===== src/rtl/stopwatch_pkg.sv =====
// Shared types and constants for the lap stopwatch: FSM states, BCD time word,
// digit moduli and the ripple-carry BCD increment used by the time base.
package stopwatch_pkg;

  typedef enum logic [1:0] {
    IDLE,
    RUN,
    STOP,
    HALT
  } sw_state_e;

  localparam int unsigned NUM_DIGITS     = 6;
  localparam int unsigned MOD_HUNDREDTHS = 10;
  localparam int unsigned MOD_TENTHS     = 10;
  localparam int unsigned MOD_SEC_ONES   = 10;
  localparam int unsigned MOD_SEC_TENS   = 6;
  localparam int unsigned MOD_MIN_ONES   = 10;
  localparam int unsigned MOD_MIN_TENS   = 6;

  localparam logic [3:0]  BLANK    = 4'hF;
  localparam logic [23:0] MAX_TIME = 24'h595999;

  typedef struct packed {
    logic [3:0] min_tens;
    logic [3:0] min_ones;
    logic [3:0] sec_tens;
    logic [3:0] sec_ones;
    logic [3:0] tenths;
    logic [3:0] hundredths;
  } bcd_time_t;

  // Digit index 0 is hundredths (LSB nibble), 5 is min_tens.
  function automatic int unsigned digit_mod(input int unsigned idx);
    case (idx)
      0:       return MOD_HUNDREDTHS;
      1:       return MOD_TENTHS;
      2:       return MOD_SEC_ONES;
      3:       return MOD_SEC_TENS;
      4:       return MOD_MIN_ONES;
      default: return MOD_MIN_TENS;
    endcase
  endfunction

  function automatic bcd_time_t bcd_increment(input bcd_time_t t);
    logic [23:0] v;
    logic        carry;
    v     = t;
    carry = 1'b1;
    for (int unsigned i = 0; i < NUM_DIGITS; i++) begin
      if (carry) begin
        if (v[4*i +: 4] == 4'(digit_mod(i) - 1)) begin
          v[4*i +: 4] = 4'd0;
        end else begin
          v[4*i +: 4] = v[4*i +: 4] + 4'd1;
          carry       = 1'b0;
        end
      end
    end
    return bcd_time_t'(v);
  endfunction

endpackage


===== src/rtl/key_conditioner.sv =====
// Raw active-low pushbutton to single-cycle press pulse: 2-FF synchroniser,
// consecutive-sample debounce, registered falling-edge detect.
module key_conditioner #(
  parameter int DEB_CYCLES = 1
) (
  input  logic CLOCK_50,
  input  logic reset,
  input  logic key_n,
  output logic press
);

  localparam int CW = $clog2(DEB_CYCLES + 1);

  logic          sync1_q, sync2_q;
  logic          level_q, level_d;
  logic          prev_q;
  logic          press_q, press_d;
  logic [CW-1:0] cnt_q, cnt_d;

  // NOTE: every combinational output gets a default first so no path leaves it unassigned (no latch).
  always_comb begin
    level_d = level_q;
    cnt_d   = '0;
    if (sync2_q != level_q) begin
      if (cnt_q == CW'(DEB_CYCLES - 1)) begin
        level_d = sync2_q;
      end else begin
        cnt_d = cnt_q + 1'b1;
      end
    end
    press_d = prev_q & ~level_q;
  end

  // NOTE: state updates use non-blocking assignments so all flops sample pre-edge values.
  always_ff @(posedge CLOCK_50 or posedge reset) begin
    if (reset) begin
      sync1_q <= 1'b1;
      sync2_q <= 1'b1;
      level_q <= 1'b1;
      prev_q  <= 1'b1;
      cnt_q   <= '0;
      press_q <= 1'b0;
    end else begin
      sync1_q <= key_n;
      sync2_q <= sync1_q;
      level_q <= level_d;
      prev_q  <= level_q;
      cnt_q   <= cnt_d;
      press_q <= press_d;
    end
  end

  assign press = press_q;

endmodule


===== src/rtl/lap_stopwatch.sv =====
// MM:SS.hh stopwatch with conditioned start/stop and lap/clear keys, a circular
// lap buffer with recall, and wrap-or-saturate behaviour at 59:59.99.
module lap_stopwatch
  import stopwatch_pkg::*;
#(
  parameter  int CLK_HZ      = 50_000_000,
  parameter  int TICK_HZ     = 100,
  parameter  int DEBOUNCE_MS = 10,
  parameter  int LAP_DEPTH   = 4,
  parameter  int WRAP        = 1,
  localparam int LW          = $clog2(LAP_DEPTH + 1)
) (
  input  logic          CLOCK_50,
  input  logic          reset,
  input  logic          start_stop_n,
  input  logic          lap_n,
  input  logic [LW-1:0] lap_sel,
  output logic [23:0]   time_bcd,
  output logic [LW-1:0] lap_count,
  output logic          running,
  output logic          overflow
);

  localparam int DIV         = CLK_HZ / TICK_HZ;
  localparam int DEB_RAW     = CLK_HZ * DEBOUNCE_MS / 1000;
  localparam int DEB_CYCLES  = (DEB_RAW < 1) ? 1 : DEB_RAW;
  localparam int PSW         = $clog2(DIV);
  localparam int PW          = (LAP_DEPTH > 1) ? $clog2(LAP_DEPTH) : 1;
  localparam int MEM_ENTRIES = 1 << PW;

  logic           ss_evt, lap_evt;
  sw_state_e      state_q, state_d;
  logic [PSW-1:0] presc_q, presc_d;
  bcd_time_t      time_q, time_d;
  logic           overflow_q, overflow_d;
  logic           running_q, running_d;
  logic [PW-1:0]  wptr_q, wptr_d;
  logic [LW-1:0]  count_q, count_d;
  bcd_time_t      disp_q, disp_d;
  bcd_time_t      lap_mem_q [MEM_ENTRIES];
  logic           tick, capture, clear;
  logic [PW-1:0]  rd_idx;
  int             rd_sum;

  key_conditioner #(.DEB_CYCLES(DEB_CYCLES)) u_key_ss (
    .CLOCK_50 (CLOCK_50),
    .reset    (reset),
    .key_n    (start_stop_n),
    .press    (ss_evt)
  );

  key_conditioner #(.DEB_CYCLES(DEB_CYCLES)) u_key_lap (
    .CLOCK_50 (CLOCK_50),
    .reset    (reset),
    .key_n    (lap_n),
    .press    (lap_evt)
  );

  // FSM, prescaler and digit chain; ss_evt takes priority over lap_evt.
  always_comb begin
    tick       = (state_q == RUN) && (presc_q == PSW'(DIV - 1));
    state_d    = state_q;
    presc_d    = presc_q;
    time_d     = time_q;
    overflow_d = overflow_q;
    capture    = 1'b0;
    clear      = 1'b0;
    case (state_q)
      IDLE: if (ss_evt) state_d = RUN;
      RUN: begin
        if (ss_evt)       state_d = STOP;
        else if (lap_evt) capture = 1'b1;
        presc_d = tick ? '0 : presc_q + 1'b1;
        if (tick) begin
          if (time_q == MAX_TIME) begin
            overflow_d = 1'b1;
            if (WRAP != 0) time_d  = '0;
            else           state_d = HALT;
          end else begin
            time_d = bcd_increment(time_q);
          end
        end
      end
      STOP: begin
        if (ss_evt)       state_d = RUN;
        else if (lap_evt) clear   = 1'b1;
      end
      HALT:    if (lap_evt) clear = 1'b1;
      default: state_d = IDLE;
    endcase
    if (clear) begin
      state_d    = IDLE;
      presc_d    = '0;
      time_d     = '0;
      overflow_d = 1'b0;
    end
    running_d = (state_d == RUN);
  end

  always_comb begin
    wptr_d  = wptr_q;
    count_d = count_q;
    if (clear) begin
      wptr_d  = '0;
      count_d = '0;
    end else if (capture) begin
      wptr_d = (wptr_q == PW'(LAP_DEPTH - 1)) ? '0 : wptr_q + 1'b1;
      if (count_q != LW'(LAP_DEPTH)) count_d = count_q + 1'b1;
    end
  end

  // Live view shows the next time value so a tick is visible one cycle after it.
  always_comb begin
    rd_sum = int'(wptr_q) + LAP_DEPTH - int'(lap_sel);
    if (rd_sum >= LAP_DEPTH) rd_sum = rd_sum - LAP_DEPTH;
    rd_idx = PW'(rd_sum);
    if (lap_sel == '0)           disp_d = time_d;
    else if (lap_sel <= count_q) disp_d = lap_mem_q[rd_idx];
    else                         disp_d = {NUM_DIGITS{BLANK}};
  end

  always_ff @(posedge CLOCK_50 or posedge reset) begin
    if (reset) begin
      state_q    <= IDLE;
      presc_q    <= '0;
      time_q     <= '0;
      overflow_q <= 1'b0;
      running_q  <= 1'b0;
      wptr_q     <= '0;
      count_q    <= '0;
      disp_q     <= '0;
    end else begin
      state_q    <= state_d;
      presc_q    <= presc_d;
      time_q     <= time_d;
      overflow_q <= overflow_d;
      running_q  <= running_d;
      wptr_q     <= wptr_d;
      count_q    <= count_d;
      disp_q     <= disp_d;
    end
  end

  // NOTE: the lap buffer is reset and bulk-cleared on purpose; a clear must zero every entry.
  always_ff @(posedge CLOCK_50 or posedge reset) begin
    if (reset) begin
      for (int i = 0; i < MEM_ENTRIES; i++) lap_mem_q[i] <= '0;
    end else if (clear) begin
      for (int i = 0; i < MEM_ENTRIES; i++) lap_mem_q[i] <= '0;
    end else if (capture) begin
      lap_mem_q[wptr_q] <= time_q;
    end
  end

  assign time_bcd  = disp_q;
  assign lap_count = count_q;
  assign running   = running_q;
  assign overflow  = overflow_q;

endmodule

===== config.mk =====
export PLATFORM = sky130hd
export DESIGN_NAME = lap_stopwatch
export DESIGN_NICKNAME = d
export VERILOG_FILES = /design/src/rtl/stopwatch_pkg.sv /design/src/rtl/key_conditioner.sv /design/src/rtl/lap_stopwatch.sv
export SDC_FILE = /design/constraint.sdc
export NUM_CORES = 1
export LEC_CHECK = 0
export ABC_CLOCK_PERIOD_IN_PS = 7900
export CORE_UTILIZATION = 62
export DETAILED_ROUTE_END_ITERATION = 12
export MAX_ROUTING_LAYER = met4
export PLACE_DENSITY = 0.88
export SYNTH_ARGS = -nofsm -noshare
export SYNTH_HDL_FRONTEND = slang
export SYNTH_SLANG_ARGS = --single-unit

===== constraint.sdc =====
create_clock -name CLOCK_50 -period 7.9 [get_ports CLOCK_50]
set_input_delay 0.79 -clock CLOCK_50 [delete_from_list [all_inputs] [get_ports CLOCK_50]]
set_output_delay 0.79 -clock CLOCK_50 [all_outputs]
set_load 0.02 [all_outputs]

**After elaboration in Yosys (flattened, before gate mapping)**

Index checks and enable logic that the tools add are counted.
Widths: inputs -> output; s select.

- Word-level logic and storage cells: 215
- Flip-flop bits (word level): 220
- Output and inout port bits: 29

- Bitwise gates (word level): 6
- Multiplexer cells: 98
- Order comparisons: 5
- Equal/unequal tests: 18
- Reduce and logical (&&, ||, !) cells: 14
- Add/subtract/negate cells: 20

Operator list:

| kind | count |
|---|---|
| $mux 24 | 9 |
| $mux 96 | 2 |
| $mux 4 | 34 |
| $mux 19 | 7 |
| $bwmux 96 | 1 |
| $add 19x1->19 const B | 3 |
| $eq 19x19->1 const B | 3 |
| $bmux 24 s2 | 1 |
| $demux 24 s2 | 1 |
| $mux 1 | 31 |
| $add 4x1->4 const B | 6 |
| $eq 24x23->1 const B | 1 |
| $eq 4x4->1 | 6 |
| $sub 4x1->4 const B | 6 |
| $mux 2 | 7 |
| $reduce_bool 2->1 | 5 |
| $mux 3 | 3 |
| $eq 2x2->1 const B | 3 |
| $ge 3x3->1 const B | 2 |
| $not 2->3 | 2 |
| $reduce_and 2->1 | 3 |
| $ge 5x4->1 const B | 1 |
| $sub 4x3->5 | 1 |
| $add 2x3->4 const B | 1 |
| other kinds (17) | 22 |

**Longest topological paths before layout**

- Word-level depth: 67
- Mapped depth: 8
- Depth with buffers taken out: 7

**Cells and area by module**

Synthesis repeated with hierarchy kept, for this count alone.

- Cell total of the unflattened synthesis: 1,112
- Area total of the unflattened synthesis: 10,821.6 um^2

Modules (own cells, without submodules):

| module | sequential area each (um^2) | area an instance (um^2) | cells an instance | instances |
|---|---|---|---|---|
| lap_stopwatch | 4,304.1 | 8,516.9 | 900 | 1 |
| key_conditioner | 605.6 | 1,152.4 | 106 | 2 |

**Least setup slack after synthesis**

No wires, ideal clock.

- Path type: input -> register
- Start point: input lap_sel[0]
- End point: register disp_q (netlist bit time_bcd[16])
- Stages on the path: 4
- Arrival: 2,241 ps
- Library setup time: 121 ps
- Setup slack: 5,538 ps
- Cells stage by stage: ha_1 -> clkbuf_1 -> mux4_2 -> o22a_1

RTL lines:

| element | line | RTL |
|---|---|---|
| start: declaration | lap_stopwatch.sv:17 | `input logic [LW-1:0] lap_sel,` |
| end signal: assignment | lap_stopwatch.sv:140 | `disp_q <= disp_d;` |
| end: declaration | lap_stopwatch.sv:39 | `bcd_time_t disp_q, disp_d;` |

**Final worst setup path**

- Start point: register state_q[0]
- End point: register lap_mem_q[14] in the netlist's numbering

- Cells in the longest elaborated chain, start to end: 3
- Elaborated cells between the ends (all ways): 7
- Those cells by class: eq/ne (3); mux (3); reduce/logical (1)

RTL lines:

| element | line | RTL |
|---|---|---|
| start: declaration | lap_stopwatch.sv:32 | `sw_state_e state_q, state_d;` |
| start signal: assignment | lap_stopwatch.sv:133 | `state_q <= state_d;` |
| $eq 2x2->1 / $eq 2x1->1 (equally long branches) | lap_stopwatch.sv:68 | `case (state_q)` |
| $pmux 1 s2 / $mux 1 (equally long branches) | lap_stopwatch.sv:68 |  |
| $mux 96 / $reduce_bool 2->1 (equally long branches) | -- |  |
| end signal: indexed assignment | lap_stopwatch.sv:151 | `lap_mem_q[wptr_q] <= time_q;` |
| end: declaration | lap_stopwatch.sv:40 | `bcd_time_t lap_mem_q [MEM_ENTRIES];` |

Several ways; a longest one is shown, not always the timed one.
A chain may end at the register's enable or synchronous reset.

==> metrics.txt <==
status finished clean; CTS root buffer clkbuf_16; clock-pin slew on the worst setup and hold paths 0.06 ns; slowest cell delay on critical path 1.11 ns; Final Non-Filler Cells 1358; Final Core Density 0.7021; Mapped Cells 1116; internal power 1.900 mW; Synth Warn # 0; worst IR drop on VDD 0.1838 mV; slowest CP cell nand2_1; sequential fraction of the synthesis area 0.5084; Power Dens Cells 203.2 nW/um^2; drt pass-1 iters 5; Die W 134.3 um; RSZ-0062 raised after global routing no; met3 WL post-DR 1954 um; grt ovf 0; WL per Instance 19.00 um; Fillers 1184; Clock Latency Late Sink 0.53 ns; post-synth top area share 0.4890; wire length on met2 12850 um; final WL 25810 um; IO Port Bufs 35; crit path DAT 3.63 ns; initial antenna violation count 0; DRC errors left 0; TritonCTS Buffers 24; cell with the most instances after synthesis nand2_1; Fin Hold WS 0.3553 ns; worst path cell trace nand2_1, nor2_1, nand2_1, nand2_1, a21oi_1; Antenna Nets Post-Route 0; Leakage 5.169 nW; setup tns final 0 ns; post-CTS setup buffers 0; Clock Path Buffers 3; Synth top cells by count nand2_1, dfrtp_1, a21oi_1; FMAX 307.5 MHz; largest net degree at the start of global routing 156; starting density of the core 0.6316; Final setup viols 0; Sw Pwr 0.5503 mW; Synth area leaders dfrtp_1, nand2_1, a21oi_1; Hold-fix buffers, CTS 0; fin crit share 0.4117; area leader, netlist dfrtp_1; FFs w/ async S/R, synth 1.000; Main synth FF type dfrtp_1; nets 1147; final hold vios 0; Worst setup SP type flop; FF+latch count, synth 220; routability congestion estimate 0.8429; count of pins over their slew limit 0; clk_skew 0.01590 ns; Die Y 134.3 um; CTS Sinks 220; CP required 8.27 ns; CP dominant cell by count nand2_1; final worst slack 4.648 ns; Min Clock Period, post-route 3.252 ns; share of total power in sequential cells 0.471; CORE AREA 17180 sq um; number of I/O pins 36; Resized cells post-CTS 0; global-route usage over all layers 0.3028; sw frac 0.2245; Synth Cell Area 10850 sq um; Post-synth EDFFs 0; Vias 8525; dpl ws 4.511 ns; Max FO, Critical Path 24; Starting DRT DRC Count 872; Reg2Reg Setup Slack 4.65 ns; share of post-route cells with drive strength above 1 0.09179; Synth Net Count 1148; die area 18030 sq um; metal1 wirelength 10130 um; first-pass GRT wire length 41590 um; Distinct cells, synth 72; vias per cell 6.278; actual slew at the worst max-slew pin 1.274 ns; max cap viols 0; top sig layer met4; DP Cell Count 1314; Critical Path End Type flop; vias in the first global route 8275; Rows 48; critical setup path kind flop to flop; Clk network pwr share 0.477; Avg Cell Area, Syn 9.721 sq um; htree depth 1; detailed placement HPWL 15580 um; CTS tree done; ant diodes 0; Worst Hold Class flop to flop; Syn-to-layout area delta 11.15%; Combinational Power Share 0.052; Slew headroom 0.1510
[power groups by stage]
stage	Combinational (mW)	Clock [mW]	Sequential, mW
after floorplan	0.0637	0	1.19
after global placement	0.125	0	1.18
after detailed placement	0.127	0	1.17
after CTS	0.128	1.18	1.16
after global routing	0.137	1.22	1.16
final	0.127	1.17	1.16
[critical path: cells and delay by family (launching register included)]
| family | cells | cell delay, ns |
|---|---|---|
| simple gates | 4 | 2.48 |
| flops | 1 | 0.51 |
| compound gates | 1 | 0.10 |
[layer usage]
layer  GRT usage  vias up
li1            -     3836
met1      0.3814     4239
met2      0.4908      375
met3     0.05442       75
met4      0.1161        0
met5           -        -
[cell type report]
class | count | area, sq um | share of cell area
Tap cell | 225 | 281.5 | 0.02335
Clock buffer | 31 | 676.9 | 0.05613
Timing Repair Buffer | 42 | 402.9 | 0.03341
Inverter | 25 | 101.3 | 0.008404
Sequential cell | 220 | 5515 | 0.4574
Multi-Input combinational cell | 802 | 4917 | 0.4078
Clock inverter | 13 | 163.9 | 0.01359
[cell families (layout without fill, tap and decap cells)]
kind of cell               after synthesis  count (layout)  share of synthesized area
and+or+nand+nor                        492             492                     0.2147
AOI/OAI and AO/OA                      191             191                     0.1036
muxes                                   47              47                    0.06620
xor gates and xnor gates                47              47                    0.03933
adders and majority gates               25              25                    0.02883
buffers and inverters                   94             111                    0.03898
DFF                                    220             220                     0.5084
[per-stage QoR]
step	instance area (sq um)	total power, mW
after floorplan	10850	1.253
after global placement	11220	1.300
after detailed placement	11220	1.302
after CTS	12060	2.462
after global routing	12060	2.515
final	12060	2.451
[cell usage in the layout, fill, tap and decap left out, drive strengths merged, types with 25 or more instances in the layout]
cell,instances
dfrtp,212
nand3,30
xnor2,31
clkbuf,31
ha,25
a21oi,115
inv,26
clkdlybuf4s50,35
nor2,87
nand2,248
[worst paths after layout]
| check | startpoint | to | cells past startpoint |
|---|---|---|---|
| setup / recovery | state_q[0] | lap_mem_q[14] | 5 |
| hold reg to reg | u_key_lap.sync1_q | u_key_lap.sync2_q | 0 |
| hold / removal | u_key_lap.sync1_q | u_key_lap.sync2_q | 0 |
| setup reg to reg | state_q[0] | lap_mem_q[14] | 5 |
| max in group asynchronous | reset | time_bcd[18] | 3 |
| min in group asynchronous | reset | u_key_lap.cnt_q[1] | 2 |
[sequential cells by signal, indices dropped and copies added (netlist names)]
| register | cells |
|---|---|
| running | 1 |
| u_key_ss.prev_q | 1 |
| lap_mem_q | 96 |
| u_key_lap.press | 1 |
| wptr_q | 2 |
| presc_q | 19 |
| lap_count | 3 |
| state_q | 2 |
| time_q | 24 |
| u_key_ss.cnt_q | 19 |
| time_bcd | 24 |
| overflow | 1 |
| u_key_lap.cnt_q | 19 |
| u_key_ss.sync2_q | 1 |
| u_key_ss.sync1_q | 1 |
| u_key_lap.prev_q | 1 |
| u_key_lap.sync1_q | 1 |
| u_key_ss.level_q | 1 |
| u_key_ss.press | 1 |
| u_key_lap.level_q | 1 |
| u_key_lap.sync2_q | 1 |
No activity file was read; power rests on OpenSTA's default activity.
